===== config.mk =====
export PLATFORM = sky130hd
export DESIGN_NAME = calc1
export DESIGN_NICKNAME = d
export VERILOG_FILES = /design/src/rtl/calc1.sv
export SDC_FILE = /design/constraint.sdc
export NUM_CORES = 2
export LEC_CHECK = 0
export ABC_AREA = 0
export BUFFER_PORTS_ARGS = -buffer_cell sky130_fd_sc_hd__buf_2
export CELL_PAD_IN_SITES_DETAIL_PLACEMENT = 1
export CELL_PAD_IN_SITES_GLOBAL_PLACEMENT = 2
export CORE_UTILIZATION = 40
export DETAILED_ROUTE_END_ITERATION = 6
export GPL_TIMING_DRIVEN = 0
export HOLD_SLACK_MARGIN = 0.1
export PLACE_DENSITY_LB_ADDON = 0.1
export SLEW_MARGIN = 20
export SYNTH_ARGS = -nofsm -noshare
export SYNTH_HDL_FRONTEND = slang
export SYNTH_SLANG_ARGS = --single-unit

===== constraint.sdc =====
create_clock -name c_clk -period 11.5 [get_ports c_clk]
set_clock_uncertainty 0.15 [all_clocks]
set_input_delay 1.725 -clock c_clk [delete_from_list [all_inputs] [get_ports c_clk]]
set_output_delay 1.725 -clock c_clk [all_outputs]
set_load 0.02 [all_outputs]

===== src/rtl/calc1.sv =====
// calc1: four independent 32-bit integer calculator ports (add, sub, shl, shr).
// Latency: fixed 3 cycles from command edge to response edge; response held one cycle.
// Backpressure: none; each port accepts at most one command every 2 cycles, and a cmd seen in OP2 is dropped.
//
// Ports:
//   c_clk               system clock, all state on rising edge
//   reset[7:0]          synchronous active-high reset, asserted when any bit is set
//   reqN_cmd_in[3:0]    command for port N (0 = no-op), N = 1..4
//   reqN_data_in[31:0]  operand1 in the command cycle, operand2 in the following cycle
//   out_respN[1:0]      0 none, 1 success, 2 overflow/underflow/invalid
//   out_dataN[31:0]     result, zero unless out_respN == 1
module calc1 (
   input  logic        c_clk,
   input  logic [7:0]  reset,
   input  logic [3:0]  req1_cmd_in,
   input  logic [31:0] req1_data_in,
   input  logic [3:0]  req2_cmd_in,
   input  logic [31:0] req2_data_in,
   input  logic [3:0]  req3_cmd_in,
   input  logic [31:0] req3_data_in,
   input  logic [3:0]  req4_cmd_in,
   input  logic [31:0] req4_data_in,
   output logic [1:0]  out_resp1,
   output logic [31:0] out_data1,
   output logic [1:0]  out_resp2,
   output logic [31:0] out_data2,
   output logic [1:0]  out_resp3,
   output logic [31:0] out_data3,
   output logic [1:0]  out_resp4,
   output logic [31:0] out_data4
);

   typedef enum logic [1:0] {IDLE, OP2, EXEC} state_t;

   localparam logic [1:0] RESP_NONE = 2'd0;
   localparam logic [1:0] RESP_OK   = 2'd1;
   localparam logic [1:0] RESP_ERR  = 2'd2;

   localparam logic [3:0] CMD_ADD = 4'd1;
   localparam logic [3:0] CMD_SUB = 4'd2;
   localparam logic [3:0] CMD_SHL = 4'd5;
   localparam logic [3:0] CMD_SHR = 4'd6;

   logic rst;
   assign rst = |reset;

   logic [3:0]  cmd_a  [4];
   logic [31:0] data_a [4];
   logic [1:0]  resp_a [4];
   logic [31:0] res_a  [4];

   assign cmd_a[0]  = req1_cmd_in;
   assign cmd_a[1]  = req2_cmd_in;
   assign cmd_a[2]  = req3_cmd_in;
   assign cmd_a[3]  = req4_cmd_in;
   assign data_a[0] = req1_data_in;
   assign data_a[1] = req2_data_in;
   assign data_a[2] = req3_data_in;
   assign data_a[3] = req4_data_in;

   for (genvar p = 0; p < 4; p++) begin : g_port
      state_t      state;
      logic [3:0]  cmd_q;
      logic [31:0] op1_q;
      logic [31:0] op2_q;
      // Result computed in EXEC waits one stage here so the output lands on edge N+3.
      logic        pend_vld;
      logic [1:0]  pend_resp;
      logic [31:0] pend_data;
      logic [1:0]  resp_q;
      logic [31:0] data_q;

      logic [32:0] sum;
      logic [1:0]  exe_resp;
      logic [31:0] exe_data;

      assign sum = {1'b0, op1_q} + {1'b0, op2_q};

      always_comb begin
         exe_resp = RESP_ERR;
         exe_data = '0;
         case (cmd_q)
            CMD_ADD: begin
               if (!sum[32]) begin
                  exe_resp = RESP_OK;
                  exe_data = sum[31:0];
               end
            end
            CMD_SUB: begin
               // operand1 is subtracted from operand2; a borrow is an error
               if (op1_q <= op2_q) begin
                  exe_resp = RESP_OK;
                  exe_data = op2_q - op1_q;
               end
            end
            CMD_SHL: begin
               exe_resp = RESP_OK;
               exe_data = op1_q << op2_q[4:0];
            end
            CMD_SHR: begin
               exe_resp = RESP_OK;
               exe_data = op1_q >> op2_q[4:0];
            end
            default: begin
               exe_resp = RESP_ERR;
               exe_data = '0;
            end
         endcase
      end

      always_ff @(posedge c_clk) begin
         if (rst) begin
            state     <= IDLE;
            cmd_q     <= '0;
            op1_q     <= '0;
            op2_q     <= '0;
            pend_vld  <= 1'b0;
            pend_resp <= RESP_NONE;
            pend_data <= '0;
            resp_q    <= RESP_NONE;
            data_q    <= '0;
         end else begin
            resp_q   <= pend_vld ? pend_resp : RESP_NONE;
            data_q   <= pend_vld ? pend_data : '0;
            pend_vld <= 1'b0;
            case (state)
               IDLE: begin
                  if (cmd_a[p] != 4'd0) begin
                     cmd_q <= cmd_a[p];
                     op1_q <= data_a[p];
                     state <= OP2;
                  end
               end
               OP2: begin
                  op2_q <= data_a[p];
                  state <= EXEC;
               end
               EXEC: begin
                  pend_vld  <= 1'b1;
                  pend_resp <= exe_resp;
                  pend_data <= exe_data;
                  // A new command may be taken on the same edge the old one executes.
                  if (cmd_a[p] != 4'd0) begin
                     cmd_q <= cmd_a[p];
                     op1_q <= data_a[p];
                     state <= OP2;
                  end else begin
                     state <= IDLE;
                  end
               end
               default: state <= IDLE;
            endcase
         end
      end

      assign resp_a[p] = resp_q;
      assign res_a[p]  = data_q;
   end

   assign out_resp1 = resp_a[0];
   assign out_resp2 = resp_a[1];
   assign out_resp3 = resp_a[2];
   assign out_resp4 = resp_a[3];
   assign out_data1 = res_a[0];
   assign out_data2 = res_a[1];
   assign out_data3 = res_a[2];
   assign out_data4 = res_a[3];

endmodule


==> summary.txt <==
Placed design
  – DP HPWL: 194000 um
  – Final GP Congestion: 1.04
  – Placed Area: 0.0497 sq mm
  – Buffers on Ports: 288

Synth
  – Flops & latches, synth: 556
  – Area of the mapped netlist: 0.0463 sq mm
  – Sequential element share of the synthesized area: 0.241
  – Synthesized net count: 6505
  – Mean Syn Cell Area: 7.60 sq um
  – Number of enable flip-flop cells after synthesis: 0
  – Post-synth ARST share: 0
  – Synth top area share: 0.241
  – Ys flop type: dfxtp_1
  – Yosys top cell by area: dfxtp_1
  – Top post-synthesis cells by area: dfxtp_1, mux4_2, a21oi_1, nand2_1, ha_1
  – Unique masters post-synth: 106
  – Yosys warns: 0
  – Post-synthesis cell count: 6088

Hold path
  – Worst min-delay path class: flop to flop

Die
  – I/O pin cnt: 289
  – Rows: 124
  – Initial Utilization: 0.404
  – Die span in y: 342 um
  – Overall die width: 342 um
  – Die footprint: 0.117 sq mm
  – Area of the core: 0.115 sq mm

CTS
  – Number of H-tree levels: 3
  – Root Buffer: clkbuf_16
  – CTS tree: built
  – # Post-CTS Setup Buffers: 0
  – Hold-fix buffers, CTS: 0
  – # clock sinks: 556
  – CTS resizes: 0
  – Worst-Skew Late Latency: 670 ps
  – Max clock buf depth: 3
  – CTS buffer count: 67
  – Reg clk slew, reported paths: 60 ps

Route
  – Top sig layer: met5
  – First-pass iteration count of the detailed router: 7
  – Detailed Route WL: 242000 um
  – Vias: 52.5k
  – 1st-iter DRT viols: 5140
  – Met1 Wirelength: 99900 um
  – Detailed-route vias per instance: 6.55
  – DR WL met3: 24700 um
  – Final ANT Viol Nets: 0
  – DR WL/cell: 30.2 um
  – Drt drc: 100
  – Met2 WL: 105000 um

Critical path
  – Top Family by Delay on Critical Path: compound AO/OA/AOI/OAI gates
  – WP data arrival: 7070 ps
  – Crit end category: flop
  – CP Max Fanout: 10
  – WP data required: 11840 ps
  – Worst Setup Start Kind: flop
  – Crit-path max cell delay: 1000 ps
  – Crit-path slowest cell: o41ai_1
  – Bufs and invs on worst path: 6
  – Critical path class: flop to flop
  – Critical-path cell list: buf_2, buf_2, buf_2, inv_1, clkbuf_1, ha_1, fa_1, nor2b_1, o211ai_1, a311oi_1, o41ai_1, a21o_1, clkbuf_1, o22ai_1, mux2i_1, a221oi_1
  – CP dominant cell by count: buf_2

Status
  – Failing checks: design-rule violations
  – Status: finished with violations

Global route
  – Largest net degree at the start of global routing: 15
  – First-pass GRT wire length: 350000 um
  – Tot GR Track Use: 0.400
  – Number of global-route vias before repair: 51.1k
  – Global route overflow: 0
  – Initial antenna violation count: 14

Layout
  – Ratio of cells with drive above 1 in the final layout: 0.118
  – Area growth, synth to finish: 12.5%
  – Most common cell after layout, fill and taps aside: nand2_1
  – Fillers: 14.4k
  – Final #Nets: 6866
  – Most frequent cells in the layout: nand2_1, a21oi_1, dfxtp_1
  – Final instance area: 0.0521 sq mm

STA
  – Setup_tns: 0 ps
  – Final setup fails: 0
  – Max Clk Rate: 149 MHz
  – Slew HR: 0.180
  – Min Tclk post-route: 6730 ps
  – Final Hold Violating Endpoints: 0
  – WHS: 293 ps
  – RSZ-0062 raised after global routing: no
  – Max-slew violation count: 0
  – Final period util: 0.585
  – Worst Tran Pin Value: 1230 ps

Power
  – Worst VDD drop: 99.0 uV
  – Lkg Pwr: 21.2 nW
  – Pwr/cell area: 84.3 mW/mm^2
  – Power Total: 4.39 mW

Run
  – Max_cap viols: 0
==> per-stage QoR <==
stage	std cells	util	setup WS, ps
floorplan	6088	-	7360
global placement	7888	0.433	5320
detailed placement	7891	0.434	5060
CTS	8012	0.454	5020
global route	8014	0.455	4620
finish	8022	0.455	4770
==> worst register-to-register path, cell delays in order (launching register included) <==
cell	delay, ps
dfxtp_1	320
buf_2	190
buf_2	250
buf_2	280
inv_1	300
clkbuf_1	530
ha_1	510
fa_1	310
nor2b_1	100
o211ai_1	380
a311oi_1	330
o41ai_1	1000
a21o_1	520
clkbuf_1	600
o22ai_1	150
mux2i_1	500
a221oi_1	160
==> kinds of logic after synthesis <==
family / count (synthesis) / share of synthesized area
flip-flops: 556 / 0.241
multiplexers: 378 / 0.133
AND/OR/NAND/NOR: 2122 / 0.206
AO/OA/AOI/OAI: 1989 / 0.279
XOR/XNOR: 29 / 0.00549
buffers and inverters: 750 / 0.0636
adder cells (fa/ha/maj): 264 / 0.0727
==> where the power goes <==
group          switching (mW)  total (mW)  internal [mW]
logic                  0.0825       0.126         0.0431
clock network           0.945        2.34           1.39
registers             0.00279        1.93           1.93
==> cell type report <==
| type | count | area (sq um) | area share |
|---|---|---|---|
| multi-input combinational | 4782 | 32200 | 0.619 |
| sequential | 556 | 11100 | 0.214 |
| clock buffer | 92 | 1980 | 0.0380 |
| tap | 1512 | 1890 | 0.0363 |
| buffer | 464 | 1870 | 0.0359 |
| timing repair buffer | 292 | 1490 | 0.0287 |
| inverter | 286 | 1070 | 0.0206 |
| clock inverter | 29 | 393 | 0.00755 |
| antenna | 9 | 22.5 | 0.000433 |
==> flip-flops by register name, summed over array words and instances, names as in the netlist <==
register	flops
g_port.op1_q	128
g_port.pend_vld	4
g_port.state	8
g_port.pend_resp	8
out_data2	32
out_data3	32
g_port.op2_q	128
out_resp1	2
out_data1	32
g_port.pend_data	128
out_resp4	2
out_resp2	2
out_data4	32
g_port.cmd_q	16
out_resp3	2
==> worst paths after layout <==
| path | startpoint | end | slack (ps) | cells after the start |
|---|---|---|---|---|
| max | g_port[3].op2_q[0] | g_port[3].pend_data[15] | 4770 | 16 |
| min | g_port[0].pend_data[3] | g_port[0].pend_data[3] | 290 | 1 |
| max reg2reg | g_port[3].op2_q[0] | g_port[3].pend_data[15] | 4770 | 16 |
| min reg2reg | g_port[0].pend_data[3] | g_port[0].pend_data[3] | 290 | 1 |
==> synthesized netlist by cell type, drive strengths merged, types with 67 or more instances <==
library cell	n
o21ai	366
and3	159
nand2	883
mux2i	180
clkbuf	353
nand2b	67
nor3	115
ha	256
inv	282
nand3	86
dfxtp	556
nor2	553
a21oi	725
o22ai	69
buf	111
mux4	187
==> routing by layer <==
layer / GRT usage / vias up
li1: - / 23100
met1: 0.521 / 26000
met2: 0.619 / 2833
met3: 0.105 / 580
met4: 0.182 / 12
met5: 0 / -
Note: power is estimated with default switching activity, not from simulation.
